### src/rtl/tx_frame_arbiter.sv
// Round-robin sharing of one UART TX frame channel among N_REQ engines with one-deep slots.
// Define TX_ARB_DROP_CNT_EN to add drop_cnt, a saturating count of dropped requests.
`timescale 1ns/1ps
module tx_frame_arbiter #(
    parameter int unsigned N_REQ       = 4,
    parameter logic [7:0]  ADDR_BASE   = 8'h00,
    parameter int unsigned ACK_TIMEOUT = 64
) (
    input  logic               clk,
    input  logic               reset_n,
    input  logic [N_REQ-1:0]   req_valid,
    input  logic [8*N_REQ-1:0] req_buysell,
    output logic [N_REQ-1:0]   req_ready,
    output logic [7:0]         tx_addr,
    output logic [7:0]         tx_buysell,
    output logic [31:0]        tx_timestamp,
    output logic               tx_dv,
    input  logic               tx_busy,
    output logic               err_timeout
`ifdef TX_ARB_DROP_CNT_EN
    ,
    output logic [15:0]        drop_cnt
`endif
);

    localparam int unsigned IDX_W = (N_REQ > 1) ? $clog2(N_REQ) : 1;
    localparam int unsigned TMR_W = $clog2(ACK_TIMEOUT + 1);

    typedef enum logic [1:0] {StIdle, StSend, StWait} state_e;

    state_e             state_q, state_d;
    logic [31:0]        ts_cnt_q;
    logic [N_REQ-1:0]   pend_q, pend_d, accept, grant_vec;
    logic [7:0]         slot_bs_q [N_REQ];
    logic [31:0]        slot_ts_q [N_REQ];
    logic [IDX_W-1:0]   rr_q, rr_d, win_idx;
    logic               win_found, grant;
    logic [TMR_W-1:0]   timer_q, timer_d;
    logic [7:0]         tx_addr_q, tx_addr_d, tx_bs_q, tx_bs_d;
    logic [31:0]        tx_ts_q, tx_ts_d;
    logic               tx_dv_q, tx_dv_d, err_q, err_d;

    function automatic logic [IDX_W-1:0] wrap_idx(input int unsigned v);
        if (v >= N_REQ) return IDX_W'(v - N_REQ);
        return IDX_W'(v);
    endfunction

    // First pending slot at or after the round-robin pointer.
    always_comb begin
        win_found = 1'b0;
        win_idx   = '0;
        for (int unsigned k = 0; k < N_REQ; k++) begin
            if (!win_found && pend_q[wrap_idx(32'(rr_q) + k)]) begin
                win_found = 1'b1;
                win_idx   = wrap_idx(32'(rr_q) + k);
            end
        end
    end

    always_comb begin
        state_d   = state_q;
        rr_d      = rr_q;
        timer_d   = timer_q;
        tx_addr_d = tx_addr_q;
        tx_bs_d   = tx_bs_q;
        tx_ts_d   = tx_ts_q;
        tx_dv_d   = tx_dv_q;
        err_d     = 1'b0;
        grant     = 1'b0;
        case (state_q)
            StIdle: begin
                if (win_found && !tx_busy) begin
                    grant     = 1'b1;
                    tx_addr_d = ADDR_BASE + 8'(win_idx);
                    tx_bs_d   = slot_bs_q[win_idx];
                    tx_ts_d   = slot_ts_q[win_idx];
                    tx_dv_d   = 1'b1;
                    timer_d   = '0;
                    rr_d      = wrap_idx(32'(win_idx) + 1);
                    state_d   = StSend;
                end
            end
            StSend: begin
                if (tx_busy) begin
                    tx_dv_d = 1'b0;
                    state_d = StWait;
                end else if (timer_q == TMR_W'(ACK_TIMEOUT - 1)) begin
                    tx_dv_d = 1'b0;
                    err_d   = 1'b1;
                    state_d = StIdle;
                end else begin
                    timer_d = timer_q + 1'b1;
                end
            end
            StWait: begin
                if (!tx_busy) state_d = StIdle;
            end
            default: state_d = StIdle;
        endcase
    end

    // The granted slot is freed in the same cycle; no request can land on it then.
    always_comb begin
        accept    = req_valid & ~pend_q;
        grant_vec = grant ? (N_REQ'(1) << win_idx) : '0;
        pend_d    = (pend_q & ~grant_vec) | accept;
    end

    always_ff @(posedge clk or negedge reset_n) begin
        if (!reset_n) begin
            state_q   <= StIdle;
            ts_cnt_q  <= '0;
            pend_q    <= '0;
            rr_q      <= '0;
            timer_q   <= '0;
            tx_addr_q <= '0;
            tx_bs_q   <= '0;
            tx_ts_q   <= '0;
            tx_dv_q   <= 1'b0;
            err_q     <= 1'b0;
        end else begin
            state_q   <= state_d;
            ts_cnt_q  <= ts_cnt_q + 32'd1;
            pend_q    <= pend_d;
            rr_q      <= rr_d;
            timer_q   <= timer_d;
            tx_addr_q <= tx_addr_d;
            tx_bs_q   <= tx_bs_d;
            tx_ts_q   <= tx_ts_d;
            tx_dv_q   <= tx_dv_d;
            err_q     <= err_d;
        end
    end

    always_ff @(posedge clk or negedge reset_n) begin
        if (!reset_n) begin
            for (int i = 0; i < N_REQ; i++) begin
                slot_bs_q[i] <= '0;
                slot_ts_q[i] <= '0;
            end
        end else begin
            for (int i = 0; i < N_REQ; i++) begin
                if (accept[i]) begin
                    slot_bs_q[i] <= req_buysell[8*i +: 8];
                    slot_ts_q[i] <= ts_cnt_q;
                end
            end
        end
    end

`ifdef TX_ARB_DROP_CNT_EN
    logic [15:0] drop_cnt_q;
    logic [16:0] drop_sum;

    assign drop_sum = {1'b0, drop_cnt_q} + 17'($countones(req_valid & pend_q));

    always_ff @(posedge clk or negedge reset_n) begin
        if (!reset_n) drop_cnt_q <= '0;
        else          drop_cnt_q <= drop_sum[16] ? 16'hFFFF : drop_sum[15:0];
    end

    assign drop_cnt = drop_cnt_q;
`endif

    assign req_ready    = ~pend_q;
    assign tx_addr      = tx_addr_q;
    assign tx_buysell   = tx_bs_q;
    assign tx_timestamp = tx_ts_q;
    assign tx_dv        = tx_dv_q;
    assign err_timeout  = err_q;

endmodule
### config.mk
export PLATFORM = sky130hd
export DESIGN_NAME = tx_frame_arbiter
export DESIGN_NICKNAME = d
export VERILOG_FILES = /design/src/rtl/tx_frame_arbiter.sv
export SDC_FILE = /design/constraint.sdc
export NUM_CORES = 1
export LEC_CHECK = 0
export ABC_AREA = 0
export CORE_ASPECT_RATIO = 0.8
export CORE_MARGIN = 8
export CORE_UTILIZATION = 58
export CTS_CLUSTER_SIZE = 28
export DETAILED_ROUTE_END_ITERATION = 8
export HOLD_SLACK_MARGIN = 0.1
export PLACE_DENSITY = 0.88
export SLEW_MARGIN = 15
export SYNTH_ARGS = -nofsm -noshare
export SYNTH_HDL_FRONTEND = slang
export SYNTH_SLANG_ARGS = --single-unit
### constraint.sdc
create_clock -name clk -period 2.4 [get_ports clk]
set_input_delay 0.48 -clock clk [delete_from_list [all_inputs] [get_ports clk]]
set_output_delay 0.48 -clock clk [all_outputs]
set_load 0.02 [all_outputs]
# Word level (Yosys, flattened, before mapping)
# Cells that the tools add are included.
# W data, S select, Z words.
# classes
n_addsub	11
n_lt_le_gt_ge	10
eq_ne	8
n_shift	1
n_mux	66
bitwise_logic	6
reduce_logical	14
# ops
op	n
$bmux W32 S2	1
$mux W32	2
$mux W2	22
$add A32 B1 Y32 const B	1
$mux W1	27
$mux W7	3
$bmux W8 S2	1
$mux W8	2
$ge A3 B3 Y1 const B	5
$pmux W7 S2	1
$lt A2 B3 Y1 const B	4
$sub A2 B1 Y2 const B	5
$and A4 B4 Y4	2
$bmux W1 S2	4
$ne A2 B2 Y1 const B	4
$not A4 Y4	2
$add A7 B1 Y7 const B	1
$eq A7 B6 Y1 const B	1
$add A2 B1 Y3 const B	2
$add A2 B2 Y3 const B	2
$pmux W2 S3	1
$reduce_and A3 Y1	2
$logic_and A1 B1 Y1	4
$logic_not A1 Y1	4
other kinds (13)	13
# totals
regBits	251
input_bits	39
output_inout_bits	54
word_cells	134

# Longest topological paths before layout
# Gate-level depths: netlist (run 1).
# logic_depth
word_depth	23
depth_mapped	7
depth_no_buf	6

# Worst setup path after synthesis (run 1)
# Ideal clock, no wire load.
# synth_path
path_kind	in2reg
start	input port tx_busy
end	register tx_bs_q[0], in the netlist tx_buysell[0]
setup_time_ns	0.134
arrival_ns	1.548
t_required_ns	2.266
slack_ns	0.718
path_stages	4
n_path_buf	1
path_cell_list	or4_1 -> a21oi_1 -> buf_2 -> a211oi_2
# synth_between
elab_chain_cells	3
# synth_lines
element	line	rtl
start: declaration	18	input logic tx_busy,
$logic_not A1 Y1	n/a	
$logic_and A1 B1 Y1	72	if (win_found && !tx_busy) begin
$reduce_and A2 Y1 (no source line)	n/a	
end signal: assignment	128	tx_bs_q <= tx_bs_d;
end: declaration	39	logic [7:0] tx_addr_q, tx_addr_d, tx_bs_q, tx_bs_d;
# No other way between the ends.
# A chain may end at the register's enable or synchronous reset.

# Final worst setup path (run 1)
# layout_path
start	register pend_q[0]
end	output port req_ready[0]
# layout_between
elab_chain_cells	1
# layout_lines
element	line	rtl
start: declaration	33	logic [N_REQ-1:0] pend_q, pend_d, accept, grant_vec;
start signal: assignment	124	pend_q <= pend_d;
$not A4 Y4	165	assign req_ready = ~pend_q;
end: declaration	13	output logic [N_REQ-1:0] req_ready,
# No other way between the ends.

==> results of run 1 <==
per-layer routing:
metal | share of wire, % | wire length, um
met3 | 4.6 | 1200
met4 | 1.7 | 456
met1 | 42 | 11000
met5 | 0 | 0
met2 | 51 | 13400
cells by family (layout without fill, tap and decap cells):
family	after synthesis	after routing	synth area share (%)
buffers and inverters	78	170	4.30
xor gates and xnor gates	34	34	2.61
AOI/OAI and AO/OA	125	125	11.6
DFF	251	251	55.1
and+or+nand+nor	202	202	9.06
adders and majority gates	2	2	0.220
muxes	177	177	17.0
other	1	6	0.0329
Yosys cell counts, types with 7 or more instances:
cell type / n
inv_1: 13
buf_2: 24
mux2i_1: 41
nand3_1: 14
and2_1: 44
xor2_1: 12
xnor2_1: 22
a211oi_2: 36
dfrtp_1: 251
nand4_1: 7
clkbuf_1: 18
mux2_2: 136
o21ai_0: 36
a221oi_2: 40
nand2_1: 49
buf_4: 9
nor2_1: 59
final cells by class:
type	count	area share, %
sequential	251	46.8
multi-input combinational	546	34.8
tap	264	2.46
timing repair buffer	115	9.77
clock inverter	9	0.736
clock buffer	33	5.03
inverter	13	0.364
per-stage QoR:
stage                     instances  total power [mW]  util (%)  area, um^2  setup WS (ns)
after floorplan                 875              10.3         -       11400          0.718
after global placement         1188              12.2      64.6       12600          0.111
after detailed placement       1188              12.4      64.6       12600         0.0729
after CTS                      1231              16.3      68.6       13400          0.138
after global routing           1231              16.9      68.6       13400          0.107
final                          1231              16.2      68.6       13400          0.148
sequential cells by signal, summed over array words and instances, names as in the netlist:
| signal | cells |
|---|---|
| ts_cnt_q | 32 |
| slot_ts_q | 128 |
| pend_q | 4 |
| tx_dv | 1 |
| timer_q | 7 |
| err_timeout | 1 |
| state_q | 2 |
| tx_addr | 2 |
| tx_timestamp | 32 |
| slot_bs_q | 32 |
| tx_buysell | 8 |
| rr_q | 2 |
worst max-delay path: cells and delay by family, from the launching register on:
family	cells	cell delay (ns)
flip-flops	1	0.46
buffers and inverters	2	0.80
power groups by stage:
stage	clock (mW)	sequential (mW)	combinational, mW
after detailed placement	0	5.88	6.57
after global routing	3.97	5.94	6.98
after global placement	0	5.85	6.39
after floorplan	0	6.13	4.20
after CTS	3.81	5.83	6.63
final	3.75	5.85	6.56
cells in the final DEF, fill, tap and decap left out, types with 2 or more instances in the layout:
master	n
a211oi_1	4
and3_1	5
nand2_2	4
nand3_1	14
clkinv_2	6
clkbuf_8	2
buf_12	18
nor4_4	2
or3_1	2
nor3_2	2
and2_1	43
nand2_1	45
a221oi_2	40
o21ai_0	36
buf_4	10
bufinv_16	2
clkbuf_1	6
nand4_1	7
mux2i_1	41
clkdlybuf4s50_1	85
inv_1	13
nor2b_1	3
xnor2_1	22
dfrtp_1	251
nand2b_1	2
nor3_1	5
xor2_1	12
clkbuf_16	25
mux2_2	136
conb_1	6
a21oi_1	3
a211oi_2	36
ha_1	2
nor2_1	59
repair_timing:
item	4_1_cts	5_1_grt
hold buffers	1	0
setup buffers	0	0
endpoints found under the hold margin	65	0
worst min path at each step:
stage | from | slack [ns] | end
2_1_floorplan | reset_n | 0.18 | err_timeout
3_3_place_gp | slot_ts_q[27] | 0.45 | slot_ts_q[27]
3_5_place_dp | slot_ts_q[24] | 0.46 | slot_ts_q[24]
4_1_cts | slot_ts_q[24] | 0.48 | slot_ts_q[24]
5_1_grt | slot_ts_q[120] | 0.51 | slot_ts_q[120]
6_report | tx_addr[1] | 0.48 | tx_addr[1]
==> flow_summary.rst, run 1 <==
.. list-table::
   :header-rows: 1

   * - Metric
     - Value
   * - Run status
     - completed
   * - First-pass GRT wire length
     - 43.0 mm
   * - Clock buffer depth
     - 3
   * - Upper clock frequency limit
     - 444 MHz
   * - TritonRoute pass-1 iters
     - 5
   * - Worst slew slack as a fraction of its limit
     - 61.1%
   * - All-layer global routing usage
     - 21.5%
   * - Post-synthesis sequential area ratio
     - 55.1%
   * - Capturing point of the worst reg2reg path
     - ts_cnt_q[28]
   * - Post-synthesis async set-or-reset flop share
     - 100%
   * - Root Buffer Master
     - clkbuf_16
   * - Type of the setup path with the least slack
     - flip-flop to output port
   * - Met1 Resource Use GR
     - 27.3%
   * - Portion of total power attributed to combinational logic
     - 40.6%
   * - Period minus WS final
     - 2.25 ns
   * - Placed wire-length estimate
     - 15.6 mm
   * - Post-Syn Area
     - 0.0114 mm^2
   * - Number of endpoints with negative hold slack in the final report
     - 0
   * - Worst min-delay path category
     - flip-flop to flip-flop
   * - Effective utilization at floorplan
     - 58.2%
   * - Number of rows created at floorplan
     - 46
   * - Signed area change from the synthesized netlist to the final layout
     - 17.8%
   * - Worst-case clock skew
     - 0.00680 ns
   * - H-tree Lvls
     - 1
   * - Setup Total Neg Slack
     - 0 ns
   * - Sum of routed wire length over all layers
     - 26.1 mm
   * - Clock transition at path regs
     - 0.06 ns
   * - Multi-input gate area in the final layout
     - 0.00468 mm^2
   * - Worst flop-to-flop path startpoint
     - ts_cnt_q[17]
   * - Number of buffers inserted during clock tree synthesis
     - 24
   * - Total number of vias
     - 7,355
   * - GRT Max-Usage Layer
     - met2
   * - Pleak
     - 6.18 nW
   * - Maximum resistive drop on vdd
     - 1.02 mV
   * - Final weighted congestion in routability-driven placement
     - 0.758
   * - Number of cells on the worst reg-to-reg path
     - 5
   * - Portion of synthesized cell area occupied by the leading cell type
     - 55.1%
   * - Critical path capture point type
     - output port
   * - Max-capacitance violation count
     - 0
   * - Number of antenna-violating nets in the routed design
     - 0
   * - Sequential Area
     - 0.00628 mm^2
   * - Data arrival time of the critical path
     - 1.77 ns
   * - Aggregate global routing overflow
     - 0
   * - Floorplan die area
     - 0.0244 mm^2
   * - Number of fill cells in the layout
     - 1,345
   * - DRC
     - 0
   * - Sw power
     - 5.91 mW
   * - Worst R2R Setup Slack
     - 0.32 ns
   * - Cts repair resizes
     - 0
   * - Number of global-route vias before repair
     - 7,956
   * - Main area contributors after synthesis
     - dfrtp_1 55%, mux2_2 13%, a221oi_2 5.3%, a211oi_2 4.0%, mux2i_1 3.6%
   * - Number of top-level pins
     - 93
   * - Ordered cell list for the critical path
     - inv_1 > clkdlybuf4s50_1
   * - Nets
     - 992
   * - Worst setup path end
     - req_ready[0]
   * - Switching part of the total power
     - 36.6%
   * - Met2 Resource Use GR
     - 38.0%
   * - Power density over the cells
     - 1200 mW/mm^2
   * - Maximum number of pins on one net before global-route repair
     - 72
   * - CTS tree
     - yes
   * - Launch point of the worst path
     - pend_q[0]
   * - Insertion delay to the later sink of the worst-skew pair
     - 0.51 ns
   * - Number of synthesized flops with an enable pin
     - 0
   * - Hold-critical path depth
     - 2
   * - Syn Inst Count
     - 870
   * - RSZ-0062 raised after global routing
     - false
   * - Final Max Tran Viols
     - 0
   * - Maximum single-stage delay on the critical path
     - 0.64 ns
   * - Relative contribution of the clock network to total power
     - 23.2%
   * - Worst Max-Slew Pin Slew
     - 0.583 ns
   * - Top_reg_cell synth
     - dfrtp_1
   * - Number of library cell types mapped by synthesis
     - 45
   * - Biggest area consumer among synthesized cells
     - dfrtp_1
   * - Critical path startpoint category
     - flip-flop
   * - Ys Warns
     - 0
   * - Final number of setup-violating endpoints
     - 0
   * - Flops & latches, synth
     - 251
   * - Final period util
     - 93.8%
   * - Post-Synthesis Mean Instance Area
     - 13.1 um^2
   * - Height of the die
     - 141 um
   * - Ratio of cells with drive above 1 in the final layout
     - 30.3%
   * - Met3 Usage GRT
     - 3.56%
   * - Crit Path Max Fanout
     - 6
   * - Internal power
     - 10.3 mW
   * - Die Span X
     - 173 um
   * - Routed wire per std cell
     - 21.2 um
   * - Via/cell ratio
     - 5.97
   * - Total inserted antenna cells
     - 0
   * - Number of port buffers
     - 86
   * - # clock sinks
     - 251
   * - Crit-path slowest cell
     - clkdlybuf4s50_1
   * - Number of DRC markers after the initial detailed-route iteration
     - 485
   * - Required time at the endpoint of the critical path
     - 1.92 ns
   * - Core region area
     - 0.0196 mm^2
   * - Antenna violations before repair
     - 0
   * - Hold_ws
     - 0.479 ns
   * - Fraction of power consumed by sequential logic
     - 36.2%
Power figures use the tool's default switching activity.
==> run 2: changes to the inputs <==
CORE_ASPECT_RATIO = unset   (was 0.8)
CORE_UTILIZATION = 53   (was 58)
PLACE_DENSITY = 0.85   (was 0.88)
clock period = 1.8 ns   (was 2.4 ns; I/O delays follow)
==> run 2 against run 1 <==
  * The run now ends with setup timing left
  * Via count up 4.0%
  * Clock skew up 0.0043 ns
  * First-iteration DRC count up 22%
  * Register-to-register slack worse by 0.39 ns
  * Cell area up 5.7%
  * Cell count up 5.4%
  * Sequential cell count unchanged
  * Sequential share of layout area down 2.5 points
  * Core utilization down 1.3 points
  * Worst setup slack worse by 0.21 ns
  * Worst hold slack worse by 0.12 ns
  * Critical endpoint is now tx_timestamp[0]
  * Largest power group unchanged
==> flow_summary.rst, run 2 (synthesized netlist as in run 1, its figures left out) <==
.. list-table::
   :header-rows: 1

   * - Metric
     - Value
   * - Run status
     - finished with violations
   * - Violations in the final reports
     - setup timing
   * - Ratio of cells with drive above 1 in the final layout
     - 36.4%
   * - Upper clock frequency limit
     - 536 MHz
   * - Floorplan die area
     - 0.0265 mm^2
   * - Number of DRC markers after the initial detailed-route iteration
     - 591
   * - Finished Cell Area
     - 0.0142 mm^2
   * - Most common library cell in the layout ignoring fill and taps
     - dfrtp_1
   * - Number of flip-flops under the largest register name
     - 128
   * - Layout Utilization
     - 67.3%
   * - RSZ-0062 raised after global routing
     - true
   * - Maximum number of pins on one net before global-route repair
     - 55
   * - Root Buffer Master
     - clkbuf_16
   * - Data arrival time of the critical path
     - 2.28 ns
   * - Clock buffer depth
     - 3
   * - Total number of vias
     - 7,647
   * - Period minus WS final
     - 1.87 ns
   * - Signed area change from the synthesized netlist to the final layout
     - 24.4%
   * - Crit-path slowest cell
     - dfrtp_2
   * - Die Span X
     - 163 um
   * - Placed wire-length estimate
     - 16.4 mm
   * - Final weighted congestion in routability-driven placement
     - 0.784
   * - # clock sinks
     - 251
   * - Hold_ws
     - 0.359 ns
   * - Number of antenna-violating nets in the routed design
     - 0
   * - Number of top-level pins
     - 93
   * - DRC
     - 0
   * - Worst min-delay path category
     - input port to asynchronous set/reset pin
   * - Nets
     - 1,045
   * - Number of buffers inserted during clock tree synthesis
     - 26
   * - Clock transition at path regs
     - 0.06 ns
   * - Capturing point of the worst reg2reg path
     - tx_timestamp[0]
   * - H-tree Lvls
     - 1
   * - Via/cell ratio
     - 5.90
   * - First-pass GRT wire length
     - 42.7 mm
   * - Crit Path Max Fanout
     - 8
   * - Insertion delay to the later sink of the worst-skew pair
     - 0.53 ns
   * - Final period util
     - 104%
   * - Number of port buffers
     - 86
   * - Sum of routed wire length over all layers
     - 28.7 mm
   * - All-layer global routing usage
     - 19.9%
   * - Critical path capture point type
     - flip-flop
   * - Antenna violations before repair
     - 0
   * - Critical path startpoint category
     - flip-flop
   * - Max-capacitance violation count
     - 0
   * - Aggregate global routing overflow
     - 0
   * - Core region area
     - 0.0211 mm^2
   * - Number of endpoints with negative hold slack in the final report
     - 0
   * - Maximum single-stage delay on the critical path
     - 0.46 ns
   * - Type of the setup path with the least slack
     - flip-flop to flip-flop
   * - Maximum resistive drop on vdd
     - 1.13 mV
   * - Worst setup margin
     - -0.0667 ns
   * - Required time at the endpoint of the critical path
     - 2.22 ns
   * - Routed wire per std cell
     - 22.1 um
   * - Final Max Tran Viols
     - 0
   * - Height of the die
     - 163 um
   * - Worst-case clock skew
     - 0.0111 ns
   * - Worst slack after detailed placement
     - -0.284 ns
   * - Instance area at placement
     - 0.0130 mm^2
   * - Pleak
     - 6.61 nW
   * - Worst R2R Setup Slack
     - -0.07 ns
   * - Total inserted antenna cells
     - 0
   * - Number of global-route vias before repair
     - 8,071
   * - TritonRoute pass-1 iters
     - 5
   * - Worst flop-to-flop path startpoint
     - pend_q[2]
   * - Top register by number of flip-flops
     - slot_ts_q
   * - Effective utilization at floorplan
     - 54.1%
   * - CTS tree
     - yes
   * - Most frequent cells in the layout
     - 248 x dfrtp_1, 136 x mux2_2, 58 x nor2_1
   * - Number of cells on the worst reg-to-reg path
     - 6
   * - Setup Total Neg Slack
     - -0.225 ns
   * - Number of fill cells in the layout
     - 1,392
   * - Final number of setup-violating endpoints
     - 11
   * - Ordered cell list for the critical path
     - nor2b_1 > a311o_2 > nand3_4 > buf_12 > a221oi_2 > a211oi_1
   * - Number of rows created at floorplan
     - 53
   * - Power density over the cells
     - 1610 mW/mm^2
## run 2: routing by layer
metal | routed length [um] | part of all wire [%] | vias up | global-route usage [%]
li1 | - | - | 3349 | -
met4 | 917 | 3.2 | 0 | 6.21
met1 | 11600 | 40 | 3997 | 25.0
met5 | 0 | 0 | - | 0
met2 | 14700 | 51 | 234 | 34.5
met3 | 1490 | 5.2 | 67 | 3.36
## run 2: cell type report
| cell class | count | area, um^2 | share of cell area, % |
|---|---|---|---|
| clock inverter | 10 | 105 | 0.741 |
| timing repair buffer | 166 | 1780 | 12.5 |
| sequential | 251 | 6280 | 44.3 |
| inverter | 13 | 51.3 | 0.362 |
| multi-input combinational | 546 | 4880 | 34.4 |
| tap | 275 | 344 | 2.43 |
| clock buffer | 36 | 739 | 5.21 |
## run 2: how the worst max path moves through the flow
stage | cells after the start | end | start
2_1_floorplan | 4 | tx_buysell[0] | state_q[1]
6_report | 6 | tx_timestamp[0] | pend_q[2]
5_1_grt | 6 | tx_timestamp[0] | pend_q[2]
3_5_place_dp | 5 | tx_timestamp[24] | tx_busy
4_1_cts | 5 | tx_buysell[2] | pend_q[0]
3_3_place_gp | 5 | tx_timestamp[25] | tx_busy
## run 2: repair_timing
item                       in CTS  in global routing
pin swaps                       0                 11
gates resized for setup        60                 46
hold buffers                    1                  0
cloned                          0                  5
setup buffers                   2                  3
setup endpoints to repair      49                 52
hold endpoints to repair       46                  0
## run 2: critical path: cells and delay by family (launching register included)
kind	cells	cell delay (ns)
flip-flops	1	0.46
buffers and inverters	1	0.20
AND/OR/NAND/NOR	2	0.35
AO/OA/AOI/OAI	3	0.74
## run 2: power by group
| part | switching (mW) | internal [mW] | leakage (nW) |
|---|---|---|---|
| Clock | 2.19 | 3.15 | 0.413 |
| Combinational | 5.54 | 4.07 | 2.95 |
| Sequential | 0.912 | 6.92 | 3.25 |
| Total | 8.65 | 14.1 | 6.61 |
## run 2: stage by stage
stage               instances  power (mW)
floorplan                 875        13.8
global placement         1240        16.4
detailed placement       1240        16.7
CTS                      1289        21.7
global route             1297        23.7
finish                   1297        22.8
==> run 3: changes to the inputs <==
ABC_AREA = 1   (was 0)
==> run 3 against run 2 <==
  * The run still ends with setup timing left
  * Worst setup slack worse by 0.52 ns
  * Combinational power up 92%
  * Critical path depth up 9
  * Die area up 2.1%
  * Non-clock buffer count up 58
  * Via count up 56%
  * Wire length up 52%
  * Global-route usage up 6.2 points
  * Synthesized cell count up 63%
  * Critical path type unchanged
  * Critical endpoint is now tx_timestamp[13]
  * Largest power group unchanged
  * Highest routed layer unchanged
==> flow_summary.rst, run 3 <==
.. list-table::
   :header-rows: 1

   * - Metric
     - Value
   * - Run status
     - finished with violations
   * - Violations in the final reports
     - setup timing
   * - Core region area
     - 0.0217 mm^2
   * - Aggregate global routing overflow
     - 0
   * - Most common library cell in the layout ignoring fill and taps
     - nand2_1
   * - Number of buffers inserted during clock tree synthesis
     - 25
   * - Simple logic cell fraction of the synthesized area
     - 26.1%
   * - Number of DRC markers after the initial detailed-route iteration
     - 2,022
   * - Number of synthesized flops with an enable pin
     - 0
   * - Most frequent cells in the layout
     - 340 x nand2_1, 245 x dfrtp_1, 177 x inv_1
   * - Power density over the cells
     - 2030 mW/mm^2
   * - Height of the die
     - 164 um
   * - Clock transition at path regs
     - 0.07 ns
   * - Top delay family on crit path
     - simple AND/OR/NAND/NOR gates
   * - Total number of vias
     - 11,900
   * - Worst slack after detailed placement
     - -0.416 ns
   * - Period minus WS final
     - 2.39 ns
   * - Worst R2R Setup Slack
     - -0.59 ns
   * - Required time at the endpoint of the critical path
     - 2.24 ns
   * - Area share of fa/ha/maj cells after synthesis
     - 0.215%
   * - Final number of setup-violating endpoints
     - 66
   * - Floorplan die area
     - 0.0270 mm^2
   * - Top register by number of flip-flops
     - slot_ts_q
   * - Number of rows created at floorplan
     - 54
   * - Number of antenna-violating nets in the routed design
     - 0
   * - Crit Path Max Fanout
     - 6
   * - Dominant cell by count in the synthesized netlist
     - nand2_1
   * - Worst-case clock skew
     - 0.0226 ns
   * - Worst slew slack as a fraction of its limit
     - 53.0%
   * - Synthesized-area fraction occupied by ao, oa, aoi and oai cells
     - 7.41%
   * - Post-synthesis sequential area ratio
     - 53.9%
   * - Number of fill cells in the layout
     - 1,224
   * - CP Buf/Inv Count
     - 4
   * - Post-synthesis async set-or-reset flop share
     - 100%
   * - Routed wire per std cell
     - 23.0 um
   * - Syn Inst Count
     - 1,420
   * - Cell total after placement
     - 1,795
   * - Maximum resistive drop on vdd
     - 1.16 mV
   * - Number of library cell types mapped by synthesis
     - 35
   * - Portion of synthesized cell area occupied by the leading cell type
     - 53.9%
   * - Ys Warns
     - 0
   * - Worst min-delay path category
     - input port to asynchronous set/reset pin
   * - Die Span X
     - 164 um
   * - Final cell count without fillers
     - 1,897
   * - Final Max Tran Viols
     - 0
   * - Via/cell ratio
     - 6.30
   * - Final period util
     - 133%
   * - Number of endpoints with negative hold slack in the final report
     - 0
   * - First-pass GRT wire length
     - 56.4 mm
   * - Ratio of cells with drive above 1 in the final layout
     - 22.3%
   * - Maximum single-stage delay on the critical path
     - 0.48 ns
   * - Max-capacitance violation count
     - 0
   * - Type of the setup path with the least slack
     - flip-flop to flip-flop
   * - Number of top-level pins
     - 93
   * - Fraction of synthesized area in multiplexers
     - 0.386%
   * - Largest family of logic cells by synthesized area
     - simple AND/OR/NAND/NOR gates
   * - Layout Utilization
     - 72.1%
   * - Placed wire-length estimate
     - 19.3 mm
   * - Number of port buffers
     - 86
   * - Critical path capture point type
     - flip-flop
   * - Ordered cell list for the critical path
     - clkinv_2 > nand2_1 > nand3_2 > nand2_4 > nor2_4 > nand3_4 > nand3_4 > buf_6 > buf_8 > clkbuf_16 > nand2_1 > nand3_1 > nand2_1 > nand2_1 > nand2_1
   * - Biggest area consumer among synthesized cells
     - dfrtp_1
   * - Worst flop-to-flop path startpoint
     - rr_q[0]
   * - Effective utilization at floorplan
     - 53.8%
   * - Maximum number of pins on one net before global-route repair
     - 82
   * - Main area contributors after synthesis
     - dfrtp_1 54%, nand2_1 13%, inv_1 5.9%, o21ai_0 5.9%, nand3_1 5.0%
   * - Commonest cells post-synth
     - 395 x nand2_1, 251 x dfrtp_1, 184 x inv_1
   * - Upper clock frequency limit
     - 418 MHz
   * - Top_reg_cell synth
     - dfrtp_1
   * - XOR/XNOR share of the synthesized area
     - 2.18%
   * - TritonRoute pass-1 iters
     - 6
   * - Number of flip-flops under the largest register name
     - 128
   * - H-tree Lvls
     - 1
   * - Critical path startpoint category
     - flip-flop
   * - All-layer global routing usage
     - 26.0%
   * - Final weighted congestion in routability-driven placement
     - 0.903
   * - Post-Syn Area
     - 0.0117 mm^2
   * - Nets
     - 1,638
   * - Clock buffer depth
     - 3
   * - Root Buffer Master
     - clkbuf_16
   * - Signed area change from the synthesized netlist to the final layout
     - 34.1%
   * - CTS tree
     - yes
   * - Flops & latches, synth
     - 251
   * - Number of cells on the worst reg-to-reg path
     - 15
   * - Post-Synthesis Mean Instance Area
     - 8.21 um^2
   * - Capturing point of the worst reg2reg path
     - tx_timestamp[13]
   * - Sum of routed wire length over all layers
     - 43.7 mm
   * - Most used cell, CP
     - nand2_1
   * - RSZ-0062 raised after global routing
     - true
   * - Insertion delay to the later sink of the worst-skew pair
     - 0.55 ns
   * - Crit-path slowest cell
     - dfrtp_2
   * - Antenna violations before repair
     - 0
   * - Worst Max-Slew Pin Slew
     - 0.700 ns
   * - DRC
     - 0
   * - Pleak
     - 7.58 nW
   * - Data arrival time of the critical path
     - 2.83 ns
   * - Worst setup margin
     - -0.590 ns
   * - Number of global-route vias before repair
     - 11,000
   * - # clock sinks
     - 251
==> run 3: through the flow <==
stage	cell area [um^2]	TNS [ns]	hold slack, ns	power [mW]
2_1_floorplan	11700	0	0.0644	15.2
3_3_place_gp	13300	-13.49	0.293	18.8
3_5_place_dp	13300	-18.80	0.291	19.2
4_1_cts	14800	-11.15	0.336	27.2
5_1_grt	15600	-30.00	0.351	32.8
6_report	15600	-25.83	0.307	31.7
==> run 3: cell families (layout without fill, tap and decap cells) <==
logic type / Yosys count / count (layout)
AO/OA/AOI/OAI: 172 / 172
AND/OR/NAND/NOR: 690 / 690
flip-flops: 251 / 251
other: 1 / 7
multiplexers: 4 / 4
adder cells (fa/ha/maj): 2 / 2
buffers and inverters: 271 / 462
XOR/XNOR: 29 / 29
==> run 3: power breakdown <==
group,switching (mW),internal (mW),total [mW]
Clock,2.39,3.35,5.74
Sequential,0.726,6.77,7.49
Combinational,10.9,7.62,18.5
==> run 3: final cells by class <==
class	count	area (um^2)	area share, %
Multi-Input combinational cell	903	4950	31.7
Antenna cell	1	2.50	0.0160
Tap cell	280	350	2.24
Clock inverter	14	188	1.20
Sequential cell	251	6290	40.2
Clock buffer	32	702	4.49
Timing Repair Buffer	224	2420	15.5
Inverter	191	731	4.67
Timing Repair inverter	1	5.00	0.0320
==> run 3: worst register-to-register path: cells and delay by family (launching register included) <==
kind          cells  cell delay (ns)
buf+inv           4             0.57
flops             1             0.48
simple gates     11             1.25
==> run 3: repair_timing <==
item,CTS,global route
setup buffers,19,22
gates cloned,8,9
endpoints found under the setup margin,115,77
hold endpoints to repair,75,0
pin swaps,14,56
hold buffers,1,0
gates resized for setup,123,154
==> run 3: worst max-delay path by stage <==
stage	from	end	slack [ns]	cells after the start
after floorplan	rr_q[0]	tx_timestamp[22]	0.006	14
after global placement	rr_q[0]	tx_timestamp[9]	-0.31	13
after detailed placement	rr_q[0]	tx_timestamp[2]	-0.42	13
after CTS	rr_q[0]	tx_timestamp[30]	-0.26	12
after global routing	rr_q[0]	tx_timestamp[0]	-0.69	14
final	rr_q[0]	tx_timestamp[13]	-0.59	15
==> run 3: per-layer routing <==
layer | share of wire (%) | global-route usage (%) | up-vias | wire length (um)
met3 | 12 | 5.91 | 361 | 5050
met2 | 47 | 43.8 | 1120 | 20300
met1 | 33 | 30.3 | 5637 | 14600
met5 | 0 | 0 | - | 0
li1 | - | - | 4829 | -
met4 | 8.4 | 14.7 | 0 | 3680
